`src/rtl/if_id_stage_if.sv`:
```
// IF/ID stage bus: fetch-side inputs, EX-side feedback and decoded ID outputs.
//
// Handshake: load_pc is the ready toward fetch (the IF instruction is taken
// and the PC advances on every edge where load_pc=1), id_issue is the valid
// toward EX (the decoded fields describe a real instruction only in a cycle
// where id_issue=1). There is no ready from EX; stalls are resolved here.
interface if_id_stage_if #(
    parameter int AW = 8,
    parameter int IW = 16
);
    // Fetch side
    logic [AW-1:0] pc_if;
    logic [AW-1:0] pc1_if;
    logic [IW-1:0] instr_if;
    logic          load_pc;
    logic [3:0]    branch_sel;

    // EX feedback
    logic          ex_valid;
    logic          ex_is_load;
    logic [2:0]    ex_rd;
    logic          ex_take_branch;
    logic          ex_take_ret;

    // ID outputs toward EX
    logic          id_issue;
    logic [AW-1:0] pc_id;
    logic [AW-1:0] pc1_id;
    logic [IW-1:0] instr_id;
    logic [2:0]    opcode_id;
    logic [1:0]    op_id;
    logic [2:0]    rn_id;
    logic [2:0]    rd_id;
    logic [1:0]    sh_id;
    logic [2:0]    rm_id;
    logic [AW-1:0] imm8_id;
    logic [AW-1:0] imm5_id;
    logic          halted;

    // The stage itself
    modport slave (
        input  pc_if, pc1_if, instr_if,
        input  ex_valid, ex_is_load, ex_rd, ex_take_branch, ex_take_ret,
        output load_pc, branch_sel, id_issue,
        output pc_id, pc1_id, instr_id,
        output opcode_id, op_id, rn_id, rd_id, sh_id, rm_id, imm8_id, imm5_id,
        output halted
    );

    // Whatever drives the stage (fetch + EX, or a testbench)
    modport master (
        output pc_if, pc1_if, instr_if,
        output ex_valid, ex_is_load, ex_rd, ex_take_branch, ex_take_ret,
        input  load_pc, branch_sel, id_issue,
        input  pc_id, pc1_id, instr_id,
        input  opcode_id, op_id, rn_id, rd_id, sh_id, rm_id, imm8_id, imm5_id,
        input  halted
    );
endinterface

```
`src/rtl/if_id_stage.sv`:
```
// IF/ID pipeline register and decode front end.
// Captures PC / PC+1 / instruction from fetch, slices the instruction into
// fields for EX, stalls on load-use hazards, flushes on EX redirects, and
// sequences the front end after reset and on HALT.
module if_id_stage #(
    parameter int AW = 8,
    parameter int IW = 16
) (
    input  logic       clk,
    input  logic       reset_n,
    if_id_stage_if.slave bus,
    output logic [1:0] state_dbg,
    output logic       valid_dbg
);

    // Front-end sequencing states
    localparam logic [1:0] S_INIT = 2'b00;
    localparam logic [1:0] S_RUN  = 2'b01;
    localparam logic [1:0] S_HALT = 2'b10;

    // One-hot next-PC selects toward fetch
    localparam logic [3:0] SEL_ZERO   = 4'b0001;
    localparam logic [3:0] SEL_PC1    = 4'b0010;
    localparam logic [3:0] SEL_BRANCH = 4'b0100;
    localparam logic [3:0] SEL_REG    = 4'b1000;

    // Opcodes that read registers, plus HALT
    localparam logic [2:0] OPC_BX   = 3'b010;
    localparam logic [2:0] OPC_LDR  = 3'b011;
    localparam logic [2:0] OPC_STR  = 3'b100;
    localparam logic [2:0] OPC_ALU  = 3'b101;
    localparam logic [2:0] OPC_MOV  = 3'b110;
    localparam logic [2:0] OPC_HALT = 3'b111;

    logic [1:0]    state_q, state_d;
    logic          valid_q, valid_d;
    logic [AW-1:0] pc_id_q, pc_id_d;
    logic [AW-1:0] pc1_id_q, pc1_id_d;
    logic [IW-1:0] instr_id_q, instr_id_d;
    logic          halted_q, halted_d;

    // Field slices of the ID instruction
    logic [2:0] opcode_w;
    logic [1:0] op_w;
    logic [2:0] rn_w;
    logic [2:0] rd_w;
    logic [2:0] rm_w;

    assign opcode_w = instr_id_q[15:13];
    assign op_w     = instr_id_q[12:11];
    assign rn_w     = instr_id_q[10:8];
    assign rd_w     = instr_id_q[7:5];
    assign rm_w     = instr_id_q[2:0];

    logic use_rn;
    logic use_rd;
    logic use_rm;
    logic hazard;
    logic redirect;
    logic halt_hit;

    logic       load_pc_c;
    logic [3:0] branch_sel_c;
    logic       id_issue_c;

    // Register-read flags of the ID instruction, by opcode
    always_comb begin
        use_rn = 1'b0;
        use_rd = 1'b0;
        use_rm = 1'b0;
        case (opcode_w)
            OPC_ALU: begin
                use_rm = 1'b1;
                use_rn = (op_w != 2'b11);
            end
            OPC_MOV: begin
                use_rm = (op_w == 2'b00);
            end
            OPC_LDR: begin
                use_rn = 1'b1;
            end
            OPC_STR: begin
                use_rn = 1'b1;
                use_rd = 1'b1;
            end
            OPC_BX: begin
                use_rd = (op_w == 2'b00) || (op_w == 2'b10);
            end
            default: begin
                use_rn = 1'b0;
                use_rd = 1'b0;
                use_rm = 1'b0;
            end
        endcase
    end

    // A load in EX whose result the ID instruction reads needs one bubble
    always_comb begin
        hazard = valid_q & bus.ex_valid & bus.ex_is_load &
                 ((use_rn & (rn_w == bus.ex_rd)) |
                  (use_rm & (rm_w == bus.ex_rd)) |
                  (use_rd & (rd_w == bus.ex_rd)));
        redirect = bus.ex_take_ret | bus.ex_take_branch;
        halt_hit = valid_q & (opcode_w == OPC_HALT);
    end

    // Next-state, fetch control and ID register update
    always_comb begin
        state_d      = state_q;
        valid_d      = valid_q;
        pc_id_d      = pc_id_q;
        pc1_id_d     = pc1_id_q;
        instr_id_d   = instr_id_q;
        halted_d     = halted_q;
        load_pc_c    = 1'b0;
        branch_sel_c = SEL_PC1;
        id_issue_c   = 1'b0;

        case (state_q)
            S_INIT: begin
                // Point fetch at address zero; nothing valid is in IF yet
                load_pc_c    = 1'b1;
                branch_sel_c = SEL_ZERO;
                valid_d      = 1'b0;
                state_d      = S_RUN;
            end
            S_RUN: begin
                if (redirect) begin
                    // Both the ID and IF instructions are wrong-path
                    load_pc_c    = 1'b1;
                    branch_sel_c = bus.ex_take_ret ? SEL_REG : SEL_BRANCH;
                    valid_d      = 1'b0;
                end else if (halt_hit) begin
                    // HALT retires here; fetch freezes for good
                    state_d  = S_HALT;
                    halted_d = 1'b1;
                end else if (hazard) begin
                    // Hold fetch and ID; EX sees a bubble this cycle
                    load_pc_c = 1'b0;
                end else begin
                    load_pc_c  = 1'b1;
                    id_issue_c = valid_q;
                    pc_id_d    = bus.pc_if;
                    pc1_id_d   = bus.pc1_if;
                    instr_id_d = bus.instr_if;
                    valid_d    = 1'b1;
                end
            end
            S_HALT: begin
                load_pc_c = 1'b0;
            end
            default: begin
                state_d = S_INIT;
                valid_d = 1'b0;
            end
        endcase
    end

    // State and ID registers, cleared asynchronously
    always_ff @(posedge clk or negedge reset_n) begin
        if (!reset_n) begin
            state_q    <= S_INIT;
            valid_q    <= 1'b0;
            pc_id_q    <= '0;
            pc1_id_q   <= '0;
            instr_id_q <= '0;
            halted_q   <= 1'b0;
        end else begin
            state_q    <= state_d;
            valid_q    <= valid_d;
            pc_id_q    <= pc_id_d;
            pc1_id_q   <= pc1_id_d;
            instr_id_q <= instr_id_d;
            halted_q   <= halted_d;
        end
    end

    assign bus.load_pc    = load_pc_c;
    assign bus.branch_sel = branch_sel_c;
    assign bus.id_issue   = id_issue_c;
    assign bus.pc_id      = pc_id_q;
    assign bus.pc1_id     = pc1_id_q;
    assign bus.instr_id   = instr_id_q;
    assign bus.opcode_id  = opcode_w;
    assign bus.op_id      = op_w;
    assign bus.rn_id      = rn_w;
    assign bus.rd_id      = rd_w;
    assign bus.sh_id      = instr_id_q[4:3];
    assign bus.rm_id      = rm_w;
    assign bus.imm8_id    = AW'($signed(instr_id_q[7:0]));
    assign bus.imm5_id    = AW'($signed(instr_id_q[4:0]));
    assign bus.halted     = halted_q;

    assign state_dbg = state_q;
    assign valid_dbg = valid_q;

endmodule

```
`src/flat_wrapper.sv`:
```
// flat-port wrapper written by rule: the top's interface ports become plain ports
module if_id_stage_flat 
#(
    parameter int AW = 8,
    parameter int IW = 16
)
  (clk, reset_n, state_dbg, valid_dbg, bus_pc_if, bus_pc1_if, bus_instr_if, bus_ex_valid, bus_ex_is_load, bus_ex_rd, bus_ex_take_branch, bus_ex_take_ret, bus_load_pc, bus_branch_sel, bus_id_issue, bus_pc_id, bus_pc1_id, bus_instr_id, bus_opcode_id, bus_op_id, bus_rn_id, bus_rd_id, bus_sh_id, bus_rm_id, bus_imm8_id, bus_imm5_id, bus_halted);
  if_id_stage_if #(.AW(AW), .IW(IW)) bus_i ();
  input  logic clk;
  input  logic reset_n;
  output logic [1:0] state_dbg;
  output logic valid_dbg;
  input wire logic [$bits(bus_i.pc_if)-1:0] bus_pc_if;
  input wire logic [$bits(bus_i.pc1_if)-1:0] bus_pc1_if;
  input wire logic [$bits(bus_i.instr_if)-1:0] bus_instr_if;
  input wire logic [$bits(bus_i.ex_valid)-1:0] bus_ex_valid;
  input wire logic [$bits(bus_i.ex_is_load)-1:0] bus_ex_is_load;
  input wire logic [$bits(bus_i.ex_rd)-1:0] bus_ex_rd;
  input wire logic [$bits(bus_i.ex_take_branch)-1:0] bus_ex_take_branch;
  input wire logic [$bits(bus_i.ex_take_ret)-1:0] bus_ex_take_ret;
  output wire logic [$bits(bus_i.load_pc)-1:0] bus_load_pc;
  output wire logic [$bits(bus_i.branch_sel)-1:0] bus_branch_sel;
  output wire logic [$bits(bus_i.id_issue)-1:0] bus_id_issue;
  output wire logic [$bits(bus_i.pc_id)-1:0] bus_pc_id;
  output wire logic [$bits(bus_i.pc1_id)-1:0] bus_pc1_id;
  output wire logic [$bits(bus_i.instr_id)-1:0] bus_instr_id;
  output wire logic [$bits(bus_i.opcode_id)-1:0] bus_opcode_id;
  output wire logic [$bits(bus_i.op_id)-1:0] bus_op_id;
  output wire logic [$bits(bus_i.rn_id)-1:0] bus_rn_id;
  output wire logic [$bits(bus_i.rd_id)-1:0] bus_rd_id;
  output wire logic [$bits(bus_i.sh_id)-1:0] bus_sh_id;
  output wire logic [$bits(bus_i.rm_id)-1:0] bus_rm_id;
  output wire logic [$bits(bus_i.imm8_id)-1:0] bus_imm8_id;
  output wire logic [$bits(bus_i.imm5_id)-1:0] bus_imm5_id;
  output wire logic [$bits(bus_i.halted)-1:0] bus_halted;
  assign bus_i.pc_if = bus_pc_if;
  assign bus_i.pc1_if = bus_pc1_if;
  assign bus_i.instr_if = bus_instr_if;
  assign bus_i.ex_valid = bus_ex_valid;
  assign bus_i.ex_is_load = bus_ex_is_load;
  assign bus_i.ex_rd = bus_ex_rd;
  assign bus_i.ex_take_branch = bus_ex_take_branch;
  assign bus_i.ex_take_ret = bus_ex_take_ret;
  assign bus_load_pc = bus_i.load_pc;
  assign bus_branch_sel = bus_i.branch_sel;
  assign bus_id_issue = bus_i.id_issue;
  assign bus_pc_id = bus_i.pc_id;
  assign bus_pc1_id = bus_i.pc1_id;
  assign bus_instr_id = bus_i.instr_id;
  assign bus_opcode_id = bus_i.opcode_id;
  assign bus_op_id = bus_i.op_id;
  assign bus_rn_id = bus_i.rn_id;
  assign bus_rd_id = bus_i.rd_id;
  assign bus_sh_id = bus_i.sh_id;
  assign bus_rm_id = bus_i.rm_id;
  assign bus_imm8_id = bus_i.imm8_id;
  assign bus_imm5_id = bus_i.imm5_id;
  assign bus_halted = bus_i.halted;
  if_id_stage #(.AW(AW), .IW(IW)) u_core (.clk(clk), .reset_n(reset_n), .bus(bus_i), .state_dbg(state_dbg), .valid_dbg(valid_dbg));
endmodule
```
`config.mk`:
```
export PLATFORM = sky130hd
export DESIGN_NAME = if_id_stage_flat
export DESIGN_NICKNAME = d
export VERILOG_FILES = /design/src/rtl/if_id_stage_if.sv /design/src/rtl/if_id_stage.sv /design/src/flat_wrapper.sv
export SDC_FILE = /design/constraint.sdc
export NUM_CORES = 1
export LEC_CHECK = 0
export ABC_AREA = 1
export CAP_MARGIN = 5
export CORE_ASPECT_RATIO = 2
export CORE_UTILIZATION = 35
export DETAILED_ROUTE_END_ITERATION = 8
export PLACE_DENSITY = 0.75
export SYNTH_ARGS = -nofsm -noshare
export SYNTH_HDL_FRONTEND = slang
export SYNTH_SLANG_ARGS = --single-unit
```
`constraint.sdc`:
```
create_clock -name clk -period 1.3 [get_ports clk]
set_input_delay 0.13 -clock clk [delete_from_list [all_inputs] [get_ports clk]]
set_output_delay 0.13 -clock clk [all_outputs]
set_load 0.1 [all_outputs]
```
==> flow_summary.toml <==
[run_status]
status = "complete, but fails checks"
violations = "design-rule violations, negative setup slack"

[clock_network]
tritoncts = "done"
ctsLongestPathBuffers = 2
clock_latency_ns = 0.28
cts_buffers = 5
htreeDepth = 2
clk_pin_slew_ns = 0.06
clkSinkCount = 36
root_buffer = "clkbuf_16"

[global_route]
grt_max_degree = 35
grt_overflow = 0
antenna_found_initial = 0
grtUsageTotal = 0.236
first_global_vias = 2345
grt_pass1_wl_mm = 11.5

[timing]
setup_viol = 43
tightest_slew_ns = 0.441
fin_crit_ns = 1.85
fin_skew_ns = 0.00687
slew_violations = 0
fin_crit_sh = 1.42
max_clock_freq_ghz = 0.540
rsz0062_at_grt = "yes"
max_slew_margin = 0.706
worst_slack_ns = -0.552
hold_violations = 0

[setup_path]
worstPathArrival_ns = 1.72
cp-start-kind = "register"
r2r_slack_ns = -0.53
worstPathMaxFanout = 4
crit_type = "reg2out"
r2r_start = "u_core.bus.instr_id[14]"
r2r_cells = 13
r2r-end = "u_core.bus.instr_id[7]"
required_ns = 1.17
crit_path_end_kind = "output port"

[pwr]
p_int_mw = 3.36
p_comb_frac = 0.595
max-vdd-ir-drop_v = 0.000903
p_leak_nw = 2.22
p_total_mw = 6.49
power_frac_seq = 0.227
sw_frac_of_total = 0.482
power.switching_mw = 3.13
p_per_area_nw_per_um2 = 1400
clkPwrFrac = 0.178

[final_layout]
drive_gt1_frac = 0.468
final_nets = 442
num_antenna_cells = 0
syn_to_final_growth_pct = 120
final_util = 0.802

[synthesis]
synth_area_um2 = 2100
ys_seq_area_frac = 0.430
synth.distinct_cells = 19
syn_avg_cell_area_um2 = 7.68
syn_inst = 273
syn_nets = 314
yosysWarnings = 0
synth.ff_latch_count = 36

[routing]
drt_iter0_drc = 97
ant_nets = 0
wl_per_cell_um = 17.6
via_count = 2399
firstDrtPassIters = 6
wirelength_mm = 8.17
via_per_inst = 5.18
post-route-drc-count = 18

[flow_run]
drv_cap = 0

[floorplanning]
fp.dieW_um = 56.7
initial_core_util = 0.364
core_area_um2 = 5760
io_pins = 115
die_y_um = 111
rows = 39
dieArea_um2 = 6320

[place]
pre_cts_slack_ns = -0.462
dp_hpwl_mm = 5.54
gp_congestion = 0.900
portBuffers = 114

[worst_hold_path]
hold_class = "in2async"
## worst max path at each step
stage	start	end	slack [ns]	cells after the start
2_1_floorplan	u_core.bus.instr_id[14]	bus_id_issue	-0.74	10
3_5_place_dp	bus_ex_rd[0]	u_core.bus.pc_id[4]	-0.46	12
4_1_cts	u_core.bus.instr_id[14]	bus_load_pc	-0.55	10
3_3_place_gp	bus_ex_rd[2]	bus_load_pc	-0.38	11
5_1_grt	u_core.bus.instr_id[13]	bus_load_pc	-0.61	8
6_report	u_core.bus.instr_id[14]	bus_load_pc	-0.55	10
## cell usage in the layout, fill, tap and decap left out, types with 8 or more instances in the layout
master           netlist  final
dfrtp_4                0     17
buf_4                 33     34
nor2_1                16      9
clkbuf_16              0      8
inv_1                 23     19
nand2_2                0      8
nand2_1              100     90
clkdlybuf4s50_1        0     37
nand4_1               32     32
buf_12                 0     79
dfrtp_1               36     17
## Yosys cell counts, drive strengths merged
cell type  number  area, um^2
nand2         101         387
buf            43         317
dfrtp          36         901
nand4          32         200
inv            25        93.8
nor2           18        72.6
nand3           7        52.6
a21oi           5        28.8
o21ai           3        15.0
clkbuf          2        7.51
nor4            1        21.3
## registers in the layout (all words and copies together), names as in the netlist
name and count:
u_core.bus.instr_id 16, u_core.bus.pc1_id 8, u_core.bus.pc_id 8, u_core.state_dbg 2, u_core.bus.halted 1, u_core.valid_dbg 1
## critical path, stage by stage (launching register included)
cell	delay, ns
dfrtp_4	0.51
inv_4	0.10
nor2_4	0.05
nand3_1	0.08
nand2_1	0.06
nand3_2	0.06
nand3_2	0.08
nand2_4	0.11
nand2_4	0.06
a21oi_4	0.14
buf_12	0.19
## through the flow
stage / hold slack, ns / area (um^2) / TNS [ns] / cells
3_5_place_dp: 0.0870 / 4160 / -15.21 / 439
3_3_place_gp: 0.0866 / 4160 / -12.84 / 439
4_1_cts: 0.333 / 4420 / -13.74 / 455
2_1_floorplan: -0.166 / 2220 / -12.50 / 273
6_report: 0.328 / 4620 / -18.29 / 463
5_1_grt: 0.351 / 4620 / -21.10 / 463
## per-layer routing
metal | GRT usage | vias to the layer above | routed length [um]
li1 | - | 1097 | -
met1 | 0.233 | 1168 | 2650
met2 | 0.456 | 108 | 4870
met3 | 0.0372 | 26 | 302
met4 | 0.115 | 0 | 354
met5 | 0 | - | 0
## power by group through the flow
| stage | logic [mW] | clock network, mW | registers (mW) |
|---|---|---|---|
| after detailed placement | 3.77 | 0 | 1.48 |
| after global routing | 3.96 | 1.23 | 1.49 |
| after CTS | 3.79 | 1.16 | 1.46 |
| after global placement | 3.73 | 0 | 1.47 |
| after floorplan | 1.46 | 0 | 2.36 |
| final | 3.86 | 1.16 | 1.47 |
## final cells by class
| type | count | area, um^2 |
|---|---|---|
| clock buffers | 7 | 133 |
| clock inverters | 1 | 5.00 |
| fillers | 329 | 1140 |
| inverters | 25 | 106 |
| multi-input cells | 167 | 908 |
| flip-flops and latches | 36 | 967 |
| well taps | 61 | 76.3 |
| repair buffers | 166 | 2420 |
## what timing repair did
item | CTS | global route
endpoints found under the setup margin | 40 | 43
hold buffers | 1 | 0
endpoints found under the hold margin | 16 | 0
buffers inserted | 7 | 7
gates resized for setup | 20 | 24
pin swaps | 7 | 8
gates cloned | 0 | 4
## kinds of logic after synthesis
logic type / share of synthesized area
AO/OA/AOI/OAI: 0.0209
buffers and inverters: 0.199
flip-flops: 0.430
AND/OR/NAND/NOR: 0.350
No activity file was read; power rests on OpenSTA's default activity.
==> edit 1 (same flow settings) <==
Make the reset (`reset_n`) synchronous in one clocked block. Comments in the files are not updated.
--- a/src/rtl/if_id_stage.sv
+++ b/src/rtl/if_id_stage.sv
@@ -159,3 +159,3 @@
     // State and ID registers, cleared asynchronously
-    always_ff @(posedge clk or negedge reset_n) begin
+    always_ff @(posedge clk) begin
         if (!reset_n) begin
Check against the original RTL: differs if reset_n is asserted again (counterexample within 4 cycles, from zero or initial values and one cycle with reset_n low); with reset_n held inactive, the same outputs for 10 cycles.
==> edit 1 against the original RTL <==
The flow finishes with violations (negative setup slack); worst setup slack improved by 160 ps; die area rose by 10%; sequential cell count did not move; synthesized area rose by 11%; wire length fell by 8.1%; design area rose by 3.6%; critical endpoint is now bus_id_issue.
Power is not compared: it rests on default switching activity, and its combinational part moved more than twofold at a synthesized area within 25%.
==> edit 1: results (changes against the original RTL) <==
clock_tree:
  numCtsBuffers: 5  # unchanged
  cts_max_level: 2  # unchanged
  clockBufferDepth: 2  # unchanged
  clkLatencyLatePin_ps: 280  # about the same
  cts_root_buffer: "clkbuf_16"
  clkTransAtPathRegs_ps: 60  # about the same
status:
  outcome: "complete, but fails checks"
  violations: "negative setup slack"
worst_setup_path:
  cp_max_fo: 6  # +2
  arrival_ps: 1560  # -160 ps
  cpMaxStageDelayCell: "dfxtp_4"
  cpPeakStageDelay_ps: 400  # -110 ps
  cp_top_family: "simple AND/OR/NAND/NOR gates"
logic_synthesis:
  yosys_warnings: 0  # unchanged
  async_reset_ff_share_pct: 0  # -100 points
  yosysSeqAreaShare_pct: 31.1  # -12 points
  syn_inst: 393  # +44%
  synth.net_count: 434  # +38%
  synthFlopType: "dfxtp_1"
  ys_top_cells_by_count: "99 x inv_1, 99 x nand2_1, 52 x nor2_1"
  synth_cell_types: 17  # -2
  synth_area_leaders: "dfxtp_1 31%, inv_1 16%, nand2_1 16%"
route:
  drt-initial-drc-count: 72  # -26%
  vias_per_cell: 4.55  # -12%
  drt_first_pass_iters: 4  # -2
  post_drt_wl_per_cell_um: 12.5  # -29%
placed_design:
  gp_congestion: 0.824  # -8.4%
  place_area_mm2: 0.00447  # +7.4%
  dp_hpwl_mm: 5.79  # +4.5%
  dp_cells: 587  # +34%
  port_buffers: 114  # unchanged
  dp_slack_ps: -650  # -187 ps
sta:
  relSlewSlack_pct: 73.7  # +3.1 points
  finalSetupViolCount: 38  # -12%
  setup_tns_ps: -11270  # +7020 ps
  skew_ps: 4.64  # -2.23 ps
  setup_slack_ps: -392  # +160 ps
cells_and_area:
  drive_above_1_share_pct: 37.3  # -9.5 points
  n_fill_cell: 455  # +38%
  num_antenna_cells: 0  # unchanged
  largest_reg_flops: 16  # unchanged
  final_nets: 555  # +26%
  final_cells: 601  # +30%
power_and_ir_drop:
  peakVddDrop_uv: 863
  p_leak_nw: 2.38
worst_hold_path:
  hold_class: "reg2reg"
global_routing:
  track_usage_pct: 22.9  # -0.78 points
  grt_pass1_vias: 2693  # +15%
  grt_first_pass_wirelength_mm: 12.2  # +6.0%
  antenna_found_initial: 0  # unchanged
  grt_max_degree: 24  # -31%
## edit 1: cell types whose count changed in the layout (fill, tap and decap cells not counted), moves of 16 or more
cell	before	now
dfrtp_1	17	0
dfxtp_4	0	16
nor2_1	9	42
inv_1	19	89
dfrtp_4	17	0
dfxtp_1	0	17
## edit 1: through the flow
| step | hold WS [ps] | utilization [%] |
|---|---|---|
| 2_1_floorplan | 352 | - |
| 3_3_place_gp | 480 | 70.3 |
| 3_5_place_dp | 481 | 70.3 |
| 4_1_cts | 493 | 74.7 |
| 5_1_grt | 510 | 75.2 |
| 6_report | 490 | 75.2 |
## edit 1: cell type report
type,instances,area share [%]
well taps,86,2.25
clock buffers,6,3.14
inverters,107,8.50
flip-flops and latches,36,16.4
repair buffers,164,48.6
clock inverters,2,0.235
multi-input cells,200,20.9
## edit 1: worst paths after layout
path / start / slack [ps] / endpoint / depth (start not counted)
worst max-delay path: u_core.bus.instr_id[13] / -390 / bus_id_issue / 9
worst min-delay path: u_core.bus.halted / 490 / u_core.bus.halted / 2
worst max register to register: u_core.bus.instr_id[14] / -350 / u_core.bus.pc1_id[5] / 12
worst min register to register: u_core.bus.halted / 490 / u_core.bus.halted / 2
## edit 1: power breakdown
part	switching (mW)	internal (mW)	total (mW)
registers	0.0754	1.15	1.22
logic	1.20	0.729	1.92
clock network	0.468	0.824	1.29
total	1.74	2.70	4.44
## edit 1: per-layer routing
layer	track usage, %	vias to the layer above	wire (um)
met2	45.0	94	4450
met1	21.3	1260	2480
li1	-	1355	-
met3	2.97	25	217
met4	13.0	0	362
met5	0	-	0
## edit 1: cell families after synthesis
logic type	synth area share [%]
DFF	31.1
and+or+nand+nor	36.1
AOI/OAI and AO/OA	1.08
xor gates and xnor gates	0.378
buffers and inverters	31.3
## edit 1: timing repair
| action | CTS | global route |
|---|---|---|
| setup buffers | 6 | 1 |
| pin swaps | 13 | 0 |
| cloned | 0 | 0 |
| resized for setup | 37 | 8 |
| setup endpoints to repair | 39 | 40 |
## edit 1: worst reg2reg max path, cell delays in order (launching register included)
cell,delay [ps]
dfxtp_4,370
nor2_4,140
nor2_4,50
nor2_1,120
nand3_1,100
nand3_2,100
nand2_4,70
nand3_4,110
buf_4,170
buf_4,160
nand2_1,70
inv_2,50
nor2_1,40
==> edit 2 (config.mk and constraints unchanged) <==
Made on the original files. `IW` is set to 16 in 3 places; all go to 32.
--- a/src/rtl/if_id_stage_if.sv
+++ b/src/rtl/if_id_stage_if.sv
@@ -8,3 +8,3 @@
     parameter int AW = 8,
-    parameter int IW = 16
+    parameter int IW = 32
 );
--- a/src/rtl/if_id_stage.sv
+++ b/src/rtl/if_id_stage.sv
@@ -6,3 +6,3 @@
     parameter int AW = 8,
-    parameter int IW = 16
+    parameter int IW = 32
 ) (
--- a/src/flat_wrapper.sv
+++ b/src/flat_wrapper.sv
@@ -4,3 +4,3 @@
     parameter int AW = 8,
-    parameter int IW = 16
+    parameter int IW = 32
 )
Interface: changed (resized bus_instr_id and bus_instr_if); port bits go from 115 to 147. The function was not compared with the original's and may differ.
==> edit 2 against the original RTL <==
The run ends with negative setup slack left; design area increased by 26%; wire length up 31%; clock power increased by 15%; worst setup slack got worse by 120 ps; synthesized area up 26%; die area grew 25%; sequential cell count rose by 16; total power is 27% higher; cell count grew 28%.
==> edit 2: results (changes against the original RTL) <==
logic_synthesis:
  synth.net_count: 400  # +27%
  syn_inst: 343  # +26%
  ys_top_cells_by_count: "137 x nand2_1, 55 x nand3_1, 52 x dfrtp_1"
  synth_area_leaders: "dfrtp_1 49%, nand2_1 19%, nand3_1 10%"
  yosysSeqAreaShare_pct: 49.2  # +6.2 points
status:
  outcome: "complete, but fails checks"
  violations: "negative setup slack"
route:
  vias_per_cell: 4.93  # -4.9%
  drt-initial-drc-count: 167  # +72%
  wl_met2_mm: 6.26  # +29%
placed_design:
  port_buffers: 146  # +28%
  gp_congestion: 0.789  # -12%
power_and_ir_drop:
  intPower_mw: 4.34  # +29%
  p_leak_nw: 2.81  # +27%
cells_and_area:
  drive_above_1_share_pct: 42.1  # -4.7 points
  nClkBuffers: 8  # +1
  nMultiInputCombCells: 217  # +30%
  post-route-util_pct: 80.0  # -0.25 points
  buffers: 196  # +18%
  seqCellArea_mm2: 0.00137  # +41%
sta:
  setup_slack_ps: -677  # -125 ps
  finalSetupViolCount: 56  # +30%
global_routing:
  grtUsageMet1_pct: 24.4  # +1.1 points
  track_usage_pct: 26.4  # +2.7 points
floorplan:
  tap_cells: 92  # +51%
worst_setup_path:
  cp_max_fo: 5  # +1
  cpPeakStageDelay_ps: 470  # -40 ps
clock_tree:
  cts_resized: 36  # +80%
-- edit 2: cell count changes after synthesis, sizes merged, moves of 3 or more --
cell / unedited run / this run
nand4: 32 / 1
dfrtp: 36 / 52
nand3: 7 / 55
nand2: 101 / 139
buf: 43 / 46
-- edit 2: worst max-delay path: cells and delay by family, from the launching register on --
kind / cells / cell delay (ps)
simple gates: 5 / 590
flops: 1 / 470
buf+inv: 3 / 430
compound gates: 1 / 50
-- edit 2: worst paths after layout --
check / start / endpoint / slack (ps) / cells after the start
worst min register to register: u_core.bus.pc1_id[2] / u_core.bus.pc1_id[2] / 540 / 2
min in group clk: bus_instr_if[14] / u_core.bus.instr_id[14] / 390 / 3
max in group asynchronous: reset_n / u_core.bus.instr_id[11] / 670 / 3
worst max register to register: u_core.bus.instr_id[13] / u_core.bus.instr_id[15] / -660 / 12
worst min-delay path: reset_n / u_core.bus.pc1_id[0] / 350 / 3
worst max-delay path: u_core.bus.instr_id[13] / bus_load_pc / -680 / 9
